--- config.mk ---
export PLATFORM = sky130hd
export DESIGN_NAME = ship_motion_ctrl
export DESIGN_NICKNAME = d
export VERILOG_FILES = /design/src/rtl/space_pkg.sv /design/src/rtl/ship_motion_ctrl_btn_sync.sv /design/src/rtl/ship_motion_ctrl.sv
export SDC_FILE = /design/constraint.sdc
export NUM_CORES = 1
export LEC_CHECK = 0
export ABC_AREA = 0
export ABC_CLOCK_PERIOD_IN_PS = 6100
export BUFFER_PORTS_ARGS = -buffer_cell sky130_fd_sc_hd__buf_4
export CAP_MARGIN = 20
export CORE_UTILIZATION = 42
export CTS_BUF_LIST = sky130_fd_sc_hd__clkbuf_2 sky130_fd_sc_hd__clkbuf_4 sky130_fd_sc_hd__clkbuf_8
export CTS_CLUSTER_SIZE = 16
export DETAILED_ROUTE_END_ITERATION = 10
export SLEW_MARGIN = 20
export SYNTH_ARGS = -nofsm -noshare
export SYNTH_HDL_FRONTEND = slang
export SYNTH_SLANG_ARGS = --single-unit
--- constraint.sdc ---
create_clock -name clk -period 6.1 [get_ports clk]
set_input_delay 1.525 -clock clk [delete_from_list [all_inputs] [get_ports clk]]
set_output_delay 1.525 -clock clk [all_outputs]
set_load 0.1 [all_outputs]
--- src/rtl/space_pkg.sv ---
// Shared screen, ship-limit and motion-FSM definitions for the player ship logic.
// Constants here are the defaults; ship_motion_ctrl exposes them as overridable parameters.
package space_pkg;

  localparam int H_ACTIVE     = 640;
  localparam int V_ACTIVE     = 480;
  localparam int TICK_LINE    = 480;

  localparam int X_MIN        = 16;
  localparam int X_MAX        = 608;
  localparam int X_INIT       = 304;
  localparam int STEP_SLOW    = 4;
  localparam int STEP_FAST    = 8;
  localparam int REPEAT_DELAY = 8;

  typedef enum logic [1:0] {
    IDLE   = 2'd0,
    HOLD   = 2'd1,
    REPEAT = 2'd2
  } motion_state_e;

  // One clamped move; 11-bit math leaves headroom so pos+step can never wrap.
  function automatic logic [10:0] step_pos(input logic [10:0] pos,
                                           input logic [10:0] step,
                                           input logic        go_right,
                                           input logic [10:0] lo,
                                           input logic [10:0] hi);
    logic [10:0] sum;
    sum = pos + step;
    if (go_right) begin
      return (sum > hi) ? hi : sum;
    end
    return (pos < lo + step) ? lo : pos - step;
  endfunction

endpackage

--- src/rtl/ship_motion_ctrl_btn_sync.sv ---
// Two-flop synchroniser for one asynchronous button; output lags the pin by two clk edges.
module btn_sync (
  input  logic clk,
  input  logic rst_n,
  input  logic async_i,
  output logic sync_o
);

  logic meta_q;
  logic sync_q;

  always_ff @(posedge clk or negedge rst_n) begin
    if (!rst_n) begin
      meta_q <= 1'b0;
      sync_q <= 1'b0;
    end else begin
      meta_q <= async_i;
      sync_q <= meta_q;
    end
  end

  assign sync_o = sync_q;

endmodule

--- src/rtl/ship_motion_ctrl.sv ---
// Per-frame ship movement: synchronised buttons drive a slow-step / hold / fast-repeat FSM
// that owns the clamped gunPosition register; updates land two clk after the tick line is hit.
module ship_motion_ctrl #(
  parameter int X_MIN        = space_pkg::X_MIN,
  parameter int X_MAX        = space_pkg::X_MAX,
  parameter int X_INIT       = space_pkg::X_INIT,
  parameter int STEP_SLOW    = space_pkg::STEP_SLOW,
  parameter int STEP_FAST    = space_pkg::STEP_FAST,
  parameter int REPEAT_DELAY = space_pkg::REPEAT_DELAY,
  parameter int TICK_LINE    = space_pkg::TICK_LINE
) (
  input  logic       clk,
  input  logic       reset,
  input  logic       left,
  input  logic       right,
  input  logic [9:0] hPos,
  input  logic [9:0] vPos,
  output logic [9:0] gunPosition,
  output logic       moveValid,
  output logic       moveDir
);

  import space_pkg::*;

  localparam int HC_W = $clog2(REPEAT_DELAY + 1);

  if (!(X_MIN <= X_INIT && X_INIT <= X_MAX && STEP_SLOW >= 1 &&
        STEP_FAST >= STEP_SLOW && REPEAT_DELAY >= 1)) begin : g_bad_params
    $error("ship_motion_ctrl: illegal parameter combination");
  end

  logic            l_s;
  logic            r_s;
  logic            tick_cond;
  logic            tick_cond_q;
  logic            tick_pulse_q;
  motion_state_e   state_q, state_d;
  logic [HC_W-1:0] hold_cnt_q, hold_cnt_d;
  logic [9:0]      pos_q, pos_d;
  logic            dir_q, dir_d;
  logic            valid_q, valid_d;
  logic            req_r, req_l, req_any, same_dir;
  logic            do_move, use_fast;
  logic [10:0]     next_pos;

  btn_sync u_sync_left (
    .clk     (clk),
    .rst_n   (reset),
    .async_i (left),
    .sync_o  (l_s)
  );

  btn_sync u_sync_right (
    .clk     (clk),
    .rst_n   (reset),
    .async_i (right),
    .sync_o  (r_s)
  );

  assign tick_cond = (vPos == 10'(TICK_LINE)) && (hPos == 10'd0);

  assign req_r    = r_s & ~l_s;
  assign req_l    = l_s & ~r_s;
  assign req_any  = req_r | req_l;
  assign same_dir = (req_r == dir_q);

  always_comb begin
    state_d    = state_q;
    hold_cnt_d = hold_cnt_q;
    dir_d      = dir_q;
    do_move    = 1'b0;
    use_fast   = 1'b0;
    if (tick_pulse_q) begin
      case (state_q)
        IDLE: begin
          if (req_any) begin
            do_move    = 1'b1;
            dir_d      = req_r;
            hold_cnt_d = '0;
            state_d    = HOLD;
          end
        end
        HOLD: begin
          if (!req_any) begin
            state_d = IDLE;
          end else if (same_dir) begin
            if (hold_cnt_q == HC_W'(REPEAT_DELAY - 1)) begin
              do_move  = 1'b1;
              use_fast = 1'b1;
              state_d  = REPEAT;
            end else begin
              hold_cnt_d = hold_cnt_q + 1'b1;
            end
          end else begin
            do_move    = 1'b1;
            dir_d      = req_r;
            hold_cnt_d = '0;
          end
        end
        REPEAT: begin
          if (!req_any) begin
            state_d = IDLE;
          end else if (same_dir) begin
            do_move  = 1'b1;
            use_fast = 1'b1;
          end else begin
            do_move    = 1'b1;
            dir_d      = req_r;
            hold_cnt_d = '0;
            state_d    = HOLD;
          end
        end
        default: state_d = IDLE;
      endcase
    end
  end

  // Direction comes from dir_d so a reversing move steps the new way in the same tick.
  assign next_pos = step_pos({1'b0, pos_q},
                             use_fast ? 11'(STEP_FAST) : 11'(STEP_SLOW),
                             dir_d, 11'(X_MIN), 11'(X_MAX));

  always_comb begin
    pos_d   = pos_q;
    valid_d = 1'b0;
    if (do_move) begin
      pos_d   = next_pos[9:0];
      valid_d = (next_pos[9:0] != pos_q);
    end
  end

  always_ff @(posedge clk or negedge reset) begin
    if (!reset) begin
      tick_cond_q  <= 1'b0;
      tick_pulse_q <= 1'b0;
      state_q      <= IDLE;
      hold_cnt_q   <= '0;
      pos_q        <= 10'(X_INIT);
      dir_q        <= 1'b0;
      valid_q      <= 1'b0;
    end else begin
      tick_cond_q  <= tick_cond;
      tick_pulse_q <= tick_cond & ~tick_cond_q;
      state_q      <= state_d;
      hold_cnt_q   <= hold_cnt_d;
      pos_q        <= pos_d;
      dir_q        <= dir_d;
      valid_q      <= valid_d;
    end
  end

  assign gunPosition = pos_q;
  assign moveValid   = valid_q;
  assign moveDir     = dir_q;

endmodule

-- Yosys cells after proc, flatten, opt, wreduce, memory -nomap -nowiden
Cells that the tools add are included.
- input port bits: 24
- register bits: 24
- logic and storage cells: 84
- output and inout port bits: 12
- eq/ne operators: 14
- reductions and logical operators: 8
- muxes and demuxes: 38
- magnitude comparators: 2
- add/sub/neg operators: 4
- bitwise operators: 7
- operators by type and width (kind ; count):
    $mux 10 ; 4
    $mux 4 ; 7
    $mux 1 ; 16
    $mux 2 ; 6
    $ne 3x3->1 const B ; 4
    $pmux 4 s3 ; 1
    $add 10x4->11 ; 1
    $gt 11x10->1 const B ; 1
    $eq 10x9->1 const B ; 1
    $logic_not 10->1 ; 1
    $lt 10x6->1 ; 1
    $ne 10x10->1 ; 1
    $sub 10x4->10 ; 1
    $ne 2x2->1 const B ; 4
    $reduce_and 7->1 ; 1
    $add 5x4->6 const A ; 1
    $pmux 1 s2 ; 3
    $pmux 2 s3 ; 1
    $reduce_and 5->1 ; 1
    $add 4x1->4 const B ; 1
    $eq 4x3->1 const B ; 1
    $reduce_or 2->1 ; 2
    $and 1x1->1 ; 3
    $not 1->1 ; 3
    other kinds (7) ; 7

-- Logic depth before layout (Yosys ltp)
Gate-level depths: netlist of run 1.
- depth after elaboration: 15
- mapped depth: 15
- mapped depth without buffers: 15

-- Modules after synthesis
From an unflattened synthesis of run 1, not the netlist that was laid out.
- cells, all modules: 245
- area total of the unflattened synthesis: 2084.5 µm²
- by module, submodules not included (module ; area each (µm²) ; instances ; seq. area each (µm²) ; cells each):
    ship_motion_ctrl ; 1984.4 ; 1 ; 504.2 ; 241
    btn_sync ; 50.0 ; 2 ; 50.0 ; 2

-- Worst setup path before layout of run 1
Ideal clock, no wire load.
- path type: register to register
- from: register dir_q (netlist: moveDir)
- to: register valid_q (netlist: moveValid)
- cell stages (with the launch flop): 13
- path buffers: 0
- library setup time: 0.143 ns
- required time: 5.957 ns
- slack: 1.797 ns
- period minus slack after synthesis: 4.303 ns
- arrival time: 4.159 ns
- cell sequence: dfrtp_1 xnor2_1 o2111ai_1 ha_1 inv_1 fa_1 and4bb_2 or4_1 a31oi_2 o21ai_0 a21o_1 nor4_1 a41oi_1
- cells in the longest elaborated chain, start to end: 13
- elaborated cells on any way between the ends: 29
- classes of those cells: 3 x add/sub; 2 x order compare; 2 x eq/ne; 22 x mux
- ends and longest elaborated chain (item ; RTL line ; source):
    from (decl) ; ship_motion_ctrl.sv:40 ; logic dir_q, dir_d;
    from (signal assigned) ; ship_motion_ctrl.sv:147 ; dir_q <= dir_d;
    $eq 1x1->1 ; ship_motion_ctrl.sv:65 ; assign same_dir = (req_r == dir_q);
    $mux 1 (on tied branches) ; ship_motion_ctrl.sv:103, ship_motion_ctrl.sv:86 ;
    $mux 1 (on tied branches) ; ship_motion_ctrl.sv:101, ship_motion_ctrl.sv:84 ;
    $pmux 1 s2 ; ship_motion_ctrl.sv:74 ; case (state_q)
    $mux 1 ; ship_motion_ctrl.sv:73 ; if (tick_pulse_q) begin
    $mux 4 ; ship_motion_ctrl.sv:120 ; use_fast ? 11'(STEP_FAST) : 11'(STEP_SLOW),
    $add 10x4->11 ; space_pkg.sv:29 ; sum = pos + step;
    $gt 11x10->1 ; space_pkg.sv:31 ; return (sum > hi) ? hi : sum;
    $mux 10 ; space_pkg.sv:31 ;
    $mux 10 ; space_pkg.sv:30 ; if (go_right) begin
    $mux 10 ; space_pkg.sv:33 ; return (pos < lo + step) ? lo : pos - step;
    $ne 10x10->1 ; ship_motion_ctrl.sv:128 ; valid_d = (next_pos[9:0] != pos_q);
    $mux 1 * ; ship_motion_ctrl.sv:126 ; if (do_move) begin
    named net valid_d ; ship_motion_ctrl.sv:41 ; logic valid_q, valid_d;
    to (signal assigned) ; ship_motion_ctrl.sv:148 ; valid_q <= valid_d;
    to (decl) ; ship_motion_ctrl.sv:41 ;
The timed path passes the listed nets; every way through them passes the cells marked *. The select of a mux whose other input is x is not followed.
A chain may end at the register's enable or synchronous reset.

-- Final worst setup path of run 1
- from: register u_sync_left.sync_q (netlist: u_sync_left.sync_o)
- to: register valid_q (netlist: moveValid)
- cells in the longest elaborated chain, start to end: 15
- elaborated cells on any way between the ends: 34
- classes of those cells: 3 x add/sub; 2 x order compare; 2 x eq/ne; 23 x mux; 4 x bitwise
- ends and longest elaborated chain (item ; RTL line ; source):
    from (decl) ; ship_motion_ctrl_btn_sync.sv:10 ; logic sync_q;
    from (signal assigned) ; ship_motion_ctrl_btn_sync.sv:18 ; sync_q <= meta_q;
    $not 1->1 ; ship_motion_ctrl.sv:62 ; assign req_r = r_s & ~l_s;
    $and 1x1->1 ; ship_motion_ctrl.sv:62 ;
    $eq 1x1->1 ; ship_motion_ctrl.sv:65 ;
    $mux 1 (on tied branches) ; ship_motion_ctrl.sv:103, ship_motion_ctrl.sv:86 ;
    $mux 1 (on tied branches) ; ship_motion_ctrl.sv:101, ship_motion_ctrl.sv:84 ;
    $pmux 1 s2 ; ship_motion_ctrl.sv:74 ;
    $mux 1 ; ship_motion_ctrl.sv:73 ;
    $mux 4 ; ship_motion_ctrl.sv:120 ;
    $add 10x4->11 ; space_pkg.sv:29 ;
    $gt 11x10->1 ; space_pkg.sv:31 ;
    $mux 10 ; space_pkg.sv:31 ;
    $mux 10 ; space_pkg.sv:30 ;
    $mux 10 ; space_pkg.sv:33 ;
    $ne 10x10->1 ; ship_motion_ctrl.sv:128 ;
    $mux 1 * ; ship_motion_ctrl.sv:126 ;
    named net valid_d ; ship_motion_ctrl.sv:41 ;
Marks and branches as above.

==> impl_metrics.json, run 1 <==
{
  "outcome": "finished clean",
  "drcViolationCount": 0,
  "dp_hpwl_mm": 3.757,
  "met2_length_mm": 2.329,
  "fin_crit_ps": 4444,
  "post_synth_simple_gate_area_pct": 26.35,
  "synth_fa_ha_area_share_pct": 8.483,
  "critical_path.max_stage_delay_ps": 480,
  "layout-drive-gt1-share_pct": 17.84,
  "synthFlopType": "sky130_fd_sc_hd__dfrtp_1",
  "timing.reg2reg.setup_slack_ps": 1660,
  "grt_remaining_overflow": 0,
  "route.antenna.remaining_nets": 0,
  "die-width_microns": 70.09,
  "avgSynthCellArea_sq_um": 8.078,
  "cts-root-to-sink-buffers": 2,
  "ys_async_sr_fraction_pct": 100.0,
  "synth-compound-area-share_pct": 25.90,
  "max_freq_ghz": 0.2250,
  "postCtsHoldBufs": 0,
  "endpoint_kind": "flip-flop",
  "path_max_fanout": 9,
  "grt_antenna_before_repair": 0,
  "cts_htree_levels": 1,
  "detailroute.via_count": 1953,
  "syn-instance-count": 241,
  "worst_skew_pair.late_latency_ps": 280,
  "core_area_sq_mm": 0.004414,
  "critPathRequiredTime_ps": 6240,
  "critical_path.startpoint_type": "flip-flop",
  "overall_die_area_sq_mm": 0.004912,
  "finalClockSkew_ps": 4.746,
  "sequential_to_total_area_share_from_yosys_stat_pct": 31.04,
  "hold_violations": 0,
  "synthesis.yosys.warnings": 0,
  "postCtsSetupBuffers": 0,
  "fin_tns_setup_ps": 0,
  "gr-usage-all-layers_pct": 21.64,
  "cts_repair_resize_count": 0,
  "routed-wl-met3_microns": 240,
  "worst_setup_hold_path_clk_slew_ps": 90,
  "layout.nets": 306,
  "setup.worst_path.class": "flip-flop to flip-flop",
  "timing.hold.worst.class": "flip-flop to flip-flop",
  "cts.sink_count": 24,
  "tritoncts": "built",
  "detailedRoute.firstPassIterationCount": 4,
  "globalplace.congestion": 0.8927,
  "dieHeight_microns": 70.09,
  "leakage_uw": 0.001027,
  "pwr_density_cell_mw_per_mm2": 142.0,
  "final_area_sq_mm": 0.002283,
  "syn_to_final_growth_pct": 17.29,
  "synth.cell_area_sq_mm": 0.001947,
  "report.final.slew_viol_count": 0,
  "final_min_period_over_clock_period_pct": 72.86,
  "top_level_ports": 36,
  "yosys.area_share.xor_xnor_pct": 1.799,
  "synth.net_count": 277,
  "synth_edf_count": 0,
  "slew_headroom_pct": 36.54,
  "avgRoutedWirePerCell_microns": 15.67,
  "path_buf_inv": 2,
  "worst_path_max_delay_cell": "sky130_fd_sc_hd__xnor2_1",
  "post-route-util_pct": 51.73,
  "core.rowCount": 24,
  "timing_worst_slew_pin_value_ps": 946.2,
  "netlist-cell-type-count": 52,
  "synth_seq_cells": 24,
  "cts-buffers-inserted": 3,
  "wirelength_mm": 5.031,
  "numPlacedInstances": 317,
  "setup-violations-final": 0,
  "maxCapViolations": 0,
  "placed_cell_area_sq_mm": 0.002212,
  "irDropWorstVdd_v": 0.00007390,
  "layout.cells.non_filler": 321,
  "cp_data_arrival_time_ps": 4590,
  "number_of_global_route_vias_before_repair": 1847,
  "path_delay_family": "compound AO/OA/AOI/OAI gates",
  "crit_path_cell_trace": "inv_1 -> ha_1 -> xnor2_1 -> o2111ai_1 -> ha_1 -> inv_1 -> fa_1 -> and4bb_2 -> or4_1 -> a31oi_2 -> o21ai_0 -> a21o_1 -> nor4_1 -> a41oi_1",
  "floorplan.initialDensity_pct": 44.10,
  "drtIter0Drc": 137,
  "top_signal_layer_used": "met4",
  "post_drt_via_cell_ratio": 6.084,
  "grt_first_pass_wirelength_mm": 8.493,
  "n_antenna_cell": 0,
  "grt_setup_unrepaired": "no",
  "power.total_uw": 324.2,
  "wirelength_met1_mm": 2.360,
  "largest_net_degree_at_the_start_of_global_routing": 25,
  "root_buffer_selected_by_cts": "sky130_fd_sc_hd__clkbuf_8",
  "synth.area.mux_share_pct": 0.5141,
  "combinational_family_with_the_most_area_after_synthesis": "simple AND/OR/NAND/NOR gates",
  "placement.io_buffers": 35
}
final timing paths:
kind,to,cells past startpoint,from
min,u_sync_right.sync_o,0,u_sync_right.meta_q
max reg2reg,moveValid,14,u_sync_left.sync_o
max,moveValid,14,u_sync_left.sync_o
max in group asynchronous,gunPosition[5],1,reset
min reg2reg,u_sync_right.sync_o,0,u_sync_right.meta_q
min in group asynchronous,hold_cnt_q[0],1,reset
routing by layer:
layer	track usage (%)	up-vias
li1	-	949
met1	30.13	935
met2	34.08	61
met3	2.165	8
met4	9.333	0
met5	0	-
synth_stat cells (5+ instances only):
library cell,count,area share (%)
sky130_fd_sc_hd__nor4_1,6,1.9
sky130_fd_sc_hd__o31ai_1,5,1.9
sky130_fd_sc_hd__inv_1,13,2.5
sky130_fd_sc_hd__ha_1,10,6.4
sky130_fd_sc_hd__nand2_1,28,5.4
sky130_fd_sc_hd__nand3_1,8,2.1
sky130_fd_sc_hd__a21oi_1,21,5.4
sky130_fd_sc_hd__o2111ai_1,5,2.2
sky130_fd_sc_hd__buf_2,5,1.3
sky130_fd_sc_hd__nand2b_1,5,1.6
sky130_fd_sc_hd__o21ai_0,17,4.4
sky130_fd_sc_hd__dfrtp_1,21,27
sky130_fd_sc_hd__and3_1,5,1.6
sky130_fd_sc_hd__nor2_1,19,3.7
sky130_fd_sc_hd__nor3_1,6,1.5
final cells by class:
class,instances,area (sq um)
clock buffer,3,41.29
clock inverter,1,30.03
fill,448,2131
inverter,14,52.55
multi-input combinational,192,1227
sequential,24,604.3
tap,52,65.06
timing repair buffer,35,262.8
layout by cell type, fill, tap and decap left out, types with 5 or more instances in the layout:
master,n
sky130_fd_sc_hd__o21ai_0,17
sky130_fd_sc_hd__dfrtp_1,21
sky130_fd_sc_hd__a21oi_1,21
sky130_fd_sc_hd__nor2_1,19
sky130_fd_sc_hd__o2111ai_1,5
sky130_fd_sc_hd__buf_4,35
sky130_fd_sc_hd__ha_1,10
sky130_fd_sc_hd__nand3_1,8
sky130_fd_sc_hd__nand2b_1,5
sky130_fd_sc_hd__o31ai_1,5
sky130_fd_sc_hd__nor4_1,6
sky130_fd_sc_hd__and3_1,5
sky130_fd_sc_hd__nor3_1,6
sky130_fd_sc_hd__nand2_1,28
sky130_fd_sc_hd__inv_1,13
sequential cells by signal, summed over array words and instances (netlist names):
signal,count
u_sync_left.meta_q,1
moveDir,1
moveValid,1
gunPosition,10
tick_pulse_q,1
u_sync_right.sync_o,1
u_sync_right.meta_q,1
hold_cnt_q,4
state_q,2
u_sync_left.sync_o,1
tick_cond_q,1
where the power goes:
group | leakage [uW] | internal, uW | switching, uW
logic | 0.000676 | 11.2 | 7.77
registers | 0.000315 | 160 | 0.312
clock network | 0.0000357 | 87.9 | 56.7
per-stage QoR:
step                setup slack, ps  hold WS, ps
CTS                            1646        357.7
finish                         1656        356.4
global route                   1267        360.3
floorplan                      1797        331.2
detailed placement             1665        335.5
global placement               1800        333.3
logic make-up (layout without fill, tap and decap cells):
logic type | after synthesis | after routing
compound gates | 76 | 76
flops | 24 | 24
simple gates | 99 | 99
buf+inv | 25 | 53
mux | 1 | 1
xor+xnor | 4 | 4
fa+ha+maj | 12 | 12
(Power assumes the default switching activity.)
==> run 2, diff against run 1 <==
--- a/config.mk
+++ b/config.mk
@@ -6,7 +6,7 @@
 export NUM_CORES = 1
 export LEC_CHECK = 0
 export ABC_AREA = 0
-export ABC_CLOCK_PERIOD_IN_PS = 6100
+export ABC_CLOCK_PERIOD_IN_PS = 4600
 export BUFFER_PORTS_ARGS = -buffer_cell sky130_fd_sc_hd__buf_4
 export CAP_MARGIN = 20
 export CORE_UTILIZATION = 42
==> constraint.sdc (replaced) <==
create_clock -name clk -period 4.6 [get_ports clk]
set_input_delay 1.15 -clock clk [delete_from_list [all_inputs] [get_ports clk]]
set_output_delay 1.15 -clock clk [all_outputs]
set_load 0.1 [all_outputs]
==> impl_metrics.json, run 2 (synthesis gave the netlist of run 1 again) <==
{
  "detailedRoute.firstPassIterationCount": 5,
  "timing.reg2reg.setup_slack_ps": 450,
  "endpoint_kind": "flip-flop",
  "postCtsHoldBufs": 0,
  "timing_worst_slew_pin_value_ps": 565.4,
  "r2r.worst_path.cells": 16,
  "post_drt_via_cell_ratio": 6.160,
  "switchingPower_uw": 83.92,
  "placed_cell_area_sq_mm": 0.002235,
  "layout.cells.non_filler": 324,
  "worst_skew_pair.late_latency_ps": 270,
  "tritoncts": "built",
  "numPlacedInstances": 320,
  "grt_setup_unrepaired": "no",
  "cts-buffers-inserted": 3,
  "setup.worst_path.class": "flip-flop to flip-flop",
  "pwr_density_cell_mw_per_mm2": 185.8,
  "max_freq_ghz": 0.2410,
  "number_of_global_route_vias_before_repair": 1803,
  "fin_tns_setup_ps": 0,
  "reg2reg_capture_point": "moveValid",
  "core_area_sq_mm": 0.004414,
  "final_area_sq_mm": 0.002306,
  "placement.io_buffers": 35,
  "layout_common_cells": "sky130_fd_sc_hd__buf_4 (38), sky130_fd_sc_hd__nand2_1 (28), sky130_fd_sc_hd__a21oi_1 (21), sky130_fd_sc_hd__dfrtp_1 (21), sky130_fd_sc_hd__nor2_1 (19)",
  "root_buffer_selected_by_cts": "sky130_fd_sc_hd__clkbuf_8",
  "outcome": "finished clean",
  "power.total_uw": 428.4,
  "cts.sink_count": 24,
  "critical_path.startpoint_type": "flip-flop",
  "gr-usage-all-layers_pct": 21.77,
  "timing.critical_path.depth": 16,
  "critical_path.endpoint": "moveValid",
  "p_sw_share_pct": 19.59,
  "path_max_fanout": 9,
  "drcViolationCount": 0,
  "die-width_microns": 70.09,
  "path_buf_inv": 3,
  "core.rowCount": 24,
  "clkPwrFrac_pct": 44.2,
  "worst_setup_hold_path_clk_slew_ps": 100,
  "syn_to_final_growth_pct": 18.44,
  "setup-violations-final": 0,
  "comb_power_share_pct": 6.1,
  "maxCapViolations": 0,
  "final_min_period_over_clock_period_pct": 90.20,
  "grt_remaining_overflow": 0,
  "cts_repair_resize_count": 0,
  "report.final.slew_viol_count": 0,
  "holdCritStartpoint": "u_sync_right.meta_q",
  "critical_path.max_stage_delay_ps": 560,
  "hold_violations": 0,
  "irDropWorstVdd_v": 0.0001570,
  "dp_hpwl_mm": 3.795,
  "critPathRequiredTime_ps": 4730,
  "n_antenna_cell": 0,
  "largest_net_degree_at_the_start_of_global_routing": 25,
  "largest_register_ff_count": 10,
  "finalClockSkew_ps": 12.37,
  "dieHeight_microns": 70.09,
  "worst_path_max_delay_cell": "sky130_fd_sc_hd__or4_1",
  "detailroute.via_count": 1996,
  "slew_headroom_pct": 61.96,
  "final_common_cell": "sky130_fd_sc_hd__buf_4",
  "internal-power_uw": 344.5,
  "crit_path_cell_trace": "ha_1 -> nand2_1 -> nor2_1 -> o2111ai_1 -> buf_4 -> ha_1 -> inv_1 -> fa_1 -> inv_2 -> nand3_1 -> or4_1 -> a31oi_2 -> o21ai_0 -> a21o_1 -> nor4_1 -> a41oi_1",
  "cts_htree_levels": 1,
  "postCtsSetupBuffers": 0,
  "top_level_ports": 36,
  "overall_die_area_sq_mm": 0.004912,
  "part_of_the_power_in_registers_pct": 49.7,
  "wirelength_mm": 5.069,
  "layout.nets": 309,
  "layout-drive-gt1-share_pct": 18.75,
  "floorplan.initialDensity_pct": 44.10,
  "crit_top_cell": "sky130_fd_sc_hd__ha_1",
  "worst_hold_slack_ps": 346.7,
  "path_delay_family": "compound AO/OA/AOI/OAI gates",
  "timing.hold.worst.class": "flip-flop to flip-flop",
  "drtIter0Drc": 172,
  "leakage_uw": 0.001040,
  "avgRoutedWirePerCell_microns": 15.65,
  "globalplace.congestion": 0.8819,
  "route.antenna.remaining_nets": 0,
  "regToRegStartpoint": "hold_cnt_q[0]",
  "fin_crit_ps": 4149,
  "grt_first_pass_wirelength_mm": 8.666,
  "cts-root-to-sink-buffers": 2,
  "crit_path_start": "hold_cnt_q[0]",
  "grt_antenna_before_repair": 0,
  "cp_data_arrival_time_ps": 4280
}
-- run 2: changes by cell type in the layout (fill, tap and decap cells not counted) --
| cell | previous run | this run |
|---|---|---|
| sky130_fd_sc_hd__buf_4 | 35 | 38 |
-- run 2: per-layer routing --
metal | global-route usage, % | share of wire, % | wire, microns | vias to the layer above
li1 | - | - | - | 951
met1 | 30.54 | 45 | 2268 | 927
met2 | 34.51 | 45 | 2267 | 107
met3 | 3.608 | 8.5 | 431 | 11
met4 | 6.222 | 2.0 | 101 | 0
met5 | 0 | 0 | 0 | -
-- run 2: worst min-delay path by stage --
stage / cells past startpoint / endpoint
after floorplan: 0 / u_sync_left.sync_o
after global placement: 0 / u_sync_right.sync_o
after detailed placement: 0 / u_sync_left.sync_o
after CTS: 0 / u_sync_right.sync_o
after global routing: 0 / u_sync_right.sync_o
final: 0 / u_sync_right.sync_o
-- run 2: cell type report --
class | instances | area, sq um
multi-input combinational | 192 | 1227
clock buffer | 3 | 41.29
fill | 432 | 2108
tap | 52 | 65.06
sequential | 24 | 604.3
clock inverter | 1 | 30.03
timing repair buffer | 38 | 285.3
inverter | 14 | 52.55
-- run 2: per-stage QoR --
stage          utilization, %  setup WS [ps]
2_1_floorplan               -          297.4
3_3_place_gp            50.62          674.0
3_5_place_dp            50.62          557.4
4_1_cts                 52.24          512.7
5_1_grt                 52.24          121.3
6_report                52.24          451.0
-- run 2: power by group through the flow --
stage	Clock, uW	Combinational, uW	Sequential [uW]
finish	189	26.0	213
global route	201	29.0	213
CTS	193	26.6	213
detailed placement	0	26.6	217
global placement	0	26.2	217
floorplan	0	5.65	217
==> run 3, diff against run 2 <==
--- a/config.mk
+++ b/config.mk
@@ -13,7 +13,9 @@
 export CTS_BUF_LIST = sky130_fd_sc_hd__clkbuf_2 sky130_fd_sc_hd__clkbuf_4 sky130_fd_sc_hd__clkbuf_8
 export CTS_CLUSTER_SIZE = 16
 export DETAILED_ROUTE_END_ITERATION = 10
+export PLACE_DENSITY_LB_ADDON = 0.1
 export SLEW_MARGIN = 20
 export SYNTH_ARGS = -nofsm -noshare
 export SYNTH_HDL_FRONTEND = slang
+export SYNTH_HIERARCHICAL = 1
 export SYNTH_SLANG_ARGS = --single-unit
==> impl_metrics.json, run 3 <==
{
  "outcome": "finished clean",
  "fin_crit_ps": 4008,
  "critical_path.max_stage_delay_ps": 550,
  "max_freq_ghz": 0.2495,
  "maxCapViolations": 0,
  "final_common_cell": "sky130_fd_sc_hd__buf_4",
  "grt_first_pass_wirelength_mm": 9.080,
  "cts.sink_count": 24,
  "path_buf_inv": 1,
  "setup.worst_path.class": "flip-flop to flip-flop",
  "postCtsHoldBufs": 0,
  "sequential_to_total_area_share_from_yosys_stat_pct": 28.99,
  "post_synth_most_frequent_cells": "sky130_fd_sc_hd__nand2_1 (27), sky130_fd_sc_hd__dfrtp_1 (21), sky130_fd_sc_hd__o21ai_0 (19), sky130_fd_sc_hd__nor2_1 (17), sky130_fd_sc_hd__a21oi_1 (14)",
  "cts_repair_resize_count": 0,
  "worst_skew_pair.late_latency_ps": 270,
  "critical_path.startpoint_type": "flip-flop",
  "detailedRoute.firstPassIterationCount": 4,
  "syn-instance-count": 245,
  "synthFlopType": "sky130_fd_sc_hd__dfrtp_1",
  "fin_tns_setup_ps": 0,
  "grt_antenna_before_repair": 0,
  "synthMostInstantiatedCell": "sky130_fd_sc_hd__nand2_1",
  "worst_setup_hold_path_clk_slew_ps": 90,
  "post_drt_via_cell_ratio": 5.698,
  "grt_remaining_overflow": 0,
  "cts-buffers-inserted": 3,
  "dieHeight_microns": 72.45,
  "hold_violations": 0,
  "finalClockSkew_ps": 3.320,
  "synth.top_cell.area_share_pct": 25.21,
  "number_of_global_route_vias_before_repair": 1896,
  "ys_async_sr_fraction_pct": 100.0,
  "setup_slack_ps": 592.1,
  "path_delay_family": "compound AO/OA/AOI/OAI gates",
  "floorplan.initialDensity_pct": 43.84,
  "path_max_fanout": 11,
  "synth_seq_cells": 24,
  "final_min_period_over_clock_period_pct": 87.13,
  "detailroute.via_count": 1926,
  "layout.nets": 308,
  "layout-drive-gt1-share_pct": 23.25,
  "largest_register_ff_count": 10,
  "leakage_uw": 0.001012,
  "critPathRequiredTime_ps": 4790,
  "cts-root-to-sink-buffers": 2,
  "wirelength_mm": 5.090,
  "tritoncts": "built",
  "pwr_density_cell_mw_per_mm2": 176.9,
  "setup-violations-final": 0,
  "n_antenna_cell": 0,
  "synth.cell_area_sq_mm": 0.002084,
  "timing.hold.worst.class": "flip-flop to flip-flop",
  "largest_net_degree_at_the_start_of_global_routing": 25,
  "crit_top_cell": "sky130_fd_sc_hd__ha_1",
  "synth.top_cells.by_area": "sky130_fd_sc_hd__dfrtp_1 (25%), sky130_fd_sc_hd__ha_1 (6.0%), sky130_fd_sc_hd__nand2_1 (4.9%), sky130_fd_sc_hd__o21ai_0 (4.6%), sky130_fd_sc_hd__dfstp_2 (3.8%)",
  "netlist-cell-type-count": 69,
  "placement.io_buffers": 35,
  "postCtsSetupBuffers": 0,
  "dp_hpwl_mm": 3.775,
  "globalplace.congestion": 0.7982,
  "avgSynthCellArea_sq_um": 8.508,
  "pre_cts_ws_ps": 605.6,
  "synth_top_cell_by_area": "sky130_fd_sc_hd__dfrtp_1",
  "irDropWorstVdd_v": 0.0001022,
  "top_level_ports": 36,
  "report.final.slew_viol_count": 0,
  "drcViolationCount": 0,
  "gr-usage-all-layers_pct": 22.13,
  "avgRoutedWirePerCell_microns": 15.06,
  "core_area_sq_mm": 0.004755,
  "syn_to_final_growth_pct": 16.99,
  "crit_path_cell_trace": "ha_1 -> nand2_1 -> nor2_1 -> o2111ai_1 -> ha_1 -> inv_1 -> fa_1 -> nand3b_1 -> nor4_1 -> o32ai_2 -> a32oi_2 -> o21a_4 -> a211oi_4 -> xnor2_1 -> a41oi_1",
  "synth_edf_count": 0,
  "die-width_microns": 72.45,
  "worst_path_max_delay_cell": "sky130_fd_sc_hd__o2111ai_1",
  "layout_common_cells": "sky130_fd_sc_hd__buf_4 (37), sky130_fd_sc_hd__nand2_1 (27), sky130_fd_sc_hd__dfrtp_1 (21)",
  "endpoint_kind": "flip-flop",
  "grt_setup_unrepaired": "no",
  "synth.net_count": 281,
  "cp_data_arrival_time_ps": 4200,
  "drtIter0Drc": 106,
  "timing_worst_slew_pin_value_ps": 680.3,
  "overall_die_area_sq_mm": 0.005249,
  "synthesis.yosys.warnings": 6,
  "slew_headroom_pct": 54.37,
  "root_buffer_selected_by_cts": "sky130_fd_sc_hd__clkbuf_8",
  "cts_htree_levels": 1,
  "core.rowCount": 25,
  "route.antenna.remaining_nets": 0
}
-- run 3: cell types whose count changed after synthesis, sizes merged, moves of 4 or more --
cell     change
o2111ai      -4
nor2b        +4
and3         -4
a21oi        -7
clkbuf       +6
-- run 3: final cells by class --
| class | count | area (sq um) |
|---|---|---|
| Timing Repair Buffer | 37 | 277.8 |
| Fill cell | 479 | 2316 |
| Clock inverter | 1 | 30.03 |
| Inverter | 11 | 43.79 |
| Clock buffer | 3 | 41.29 |
| Tap cell | 67 | 83.83 |
| Sequential cell | 24 | 604.3 |
| Multi-Input combinational cell | 195 | 1358 |
-- run 3: per-stage QoR --
stage	std cells	total power, uW	utilization (%)	cell area [sq um]	hold slack (ps)
finish	338	431.4	51.29	2439	355.6
global route	338	451.1	51.29	2439	372.6
CTS	338	440.3	51.29	2439	357.9
detailed placement	334	244.7	49.79	2367	334.7
global placement	334	243.8	49.79	2367	334.6
floorplan	245	223.7	-	2085	331.2
-- run 3: logic make-up after synthesis --
family / synth area share [%]
simple gates: 25.63
compound gates: 27.01
buf+inv: 5.882
flops: 28.99
fa+ha+maj: 7.923
xor+xnor: 2.101
mux: 2.461
-- run 3: worst paths after layout --
| kind | cells past startpoint | endpoint | start | slack (ps) |
|---|---|---|---|---|
| max in group asynchronous | 1 | gunPosition[5] | reset | 3560 |
| setup reg to reg | 15 | moveValid | hold_cnt_q[0] | 590 |
| hold reg to reg | 0 | u_sync_right/sync_o | u_sync_right/meta_q | 360 |
| hold / removal | 0 | u_sync_right/sync_o | u_sync_right/meta_q | 360 |
| min in group asynchronous | 1 | moveValid | reset | 760 |
| setup / recovery | 15 | moveValid | hold_cnt_q[0] | 590 |
-- run 3: routing by layer --
layer	track usage, %	wire length, microns
met2	35.41	2373
met1	31.81	2401
met4	5.447	40
met5	0	0
met3	2.500	274
-- run 3: power breakdown --
part	switching [uW]	leakage (uW)	total [uW]	internal, uW
clock	75.0	0.0000357	191	116
sequential	0.406	0.000315	213	213
combinational	11.0	0.000661	26.8	15.8
total	86.4	0.00101	431	345
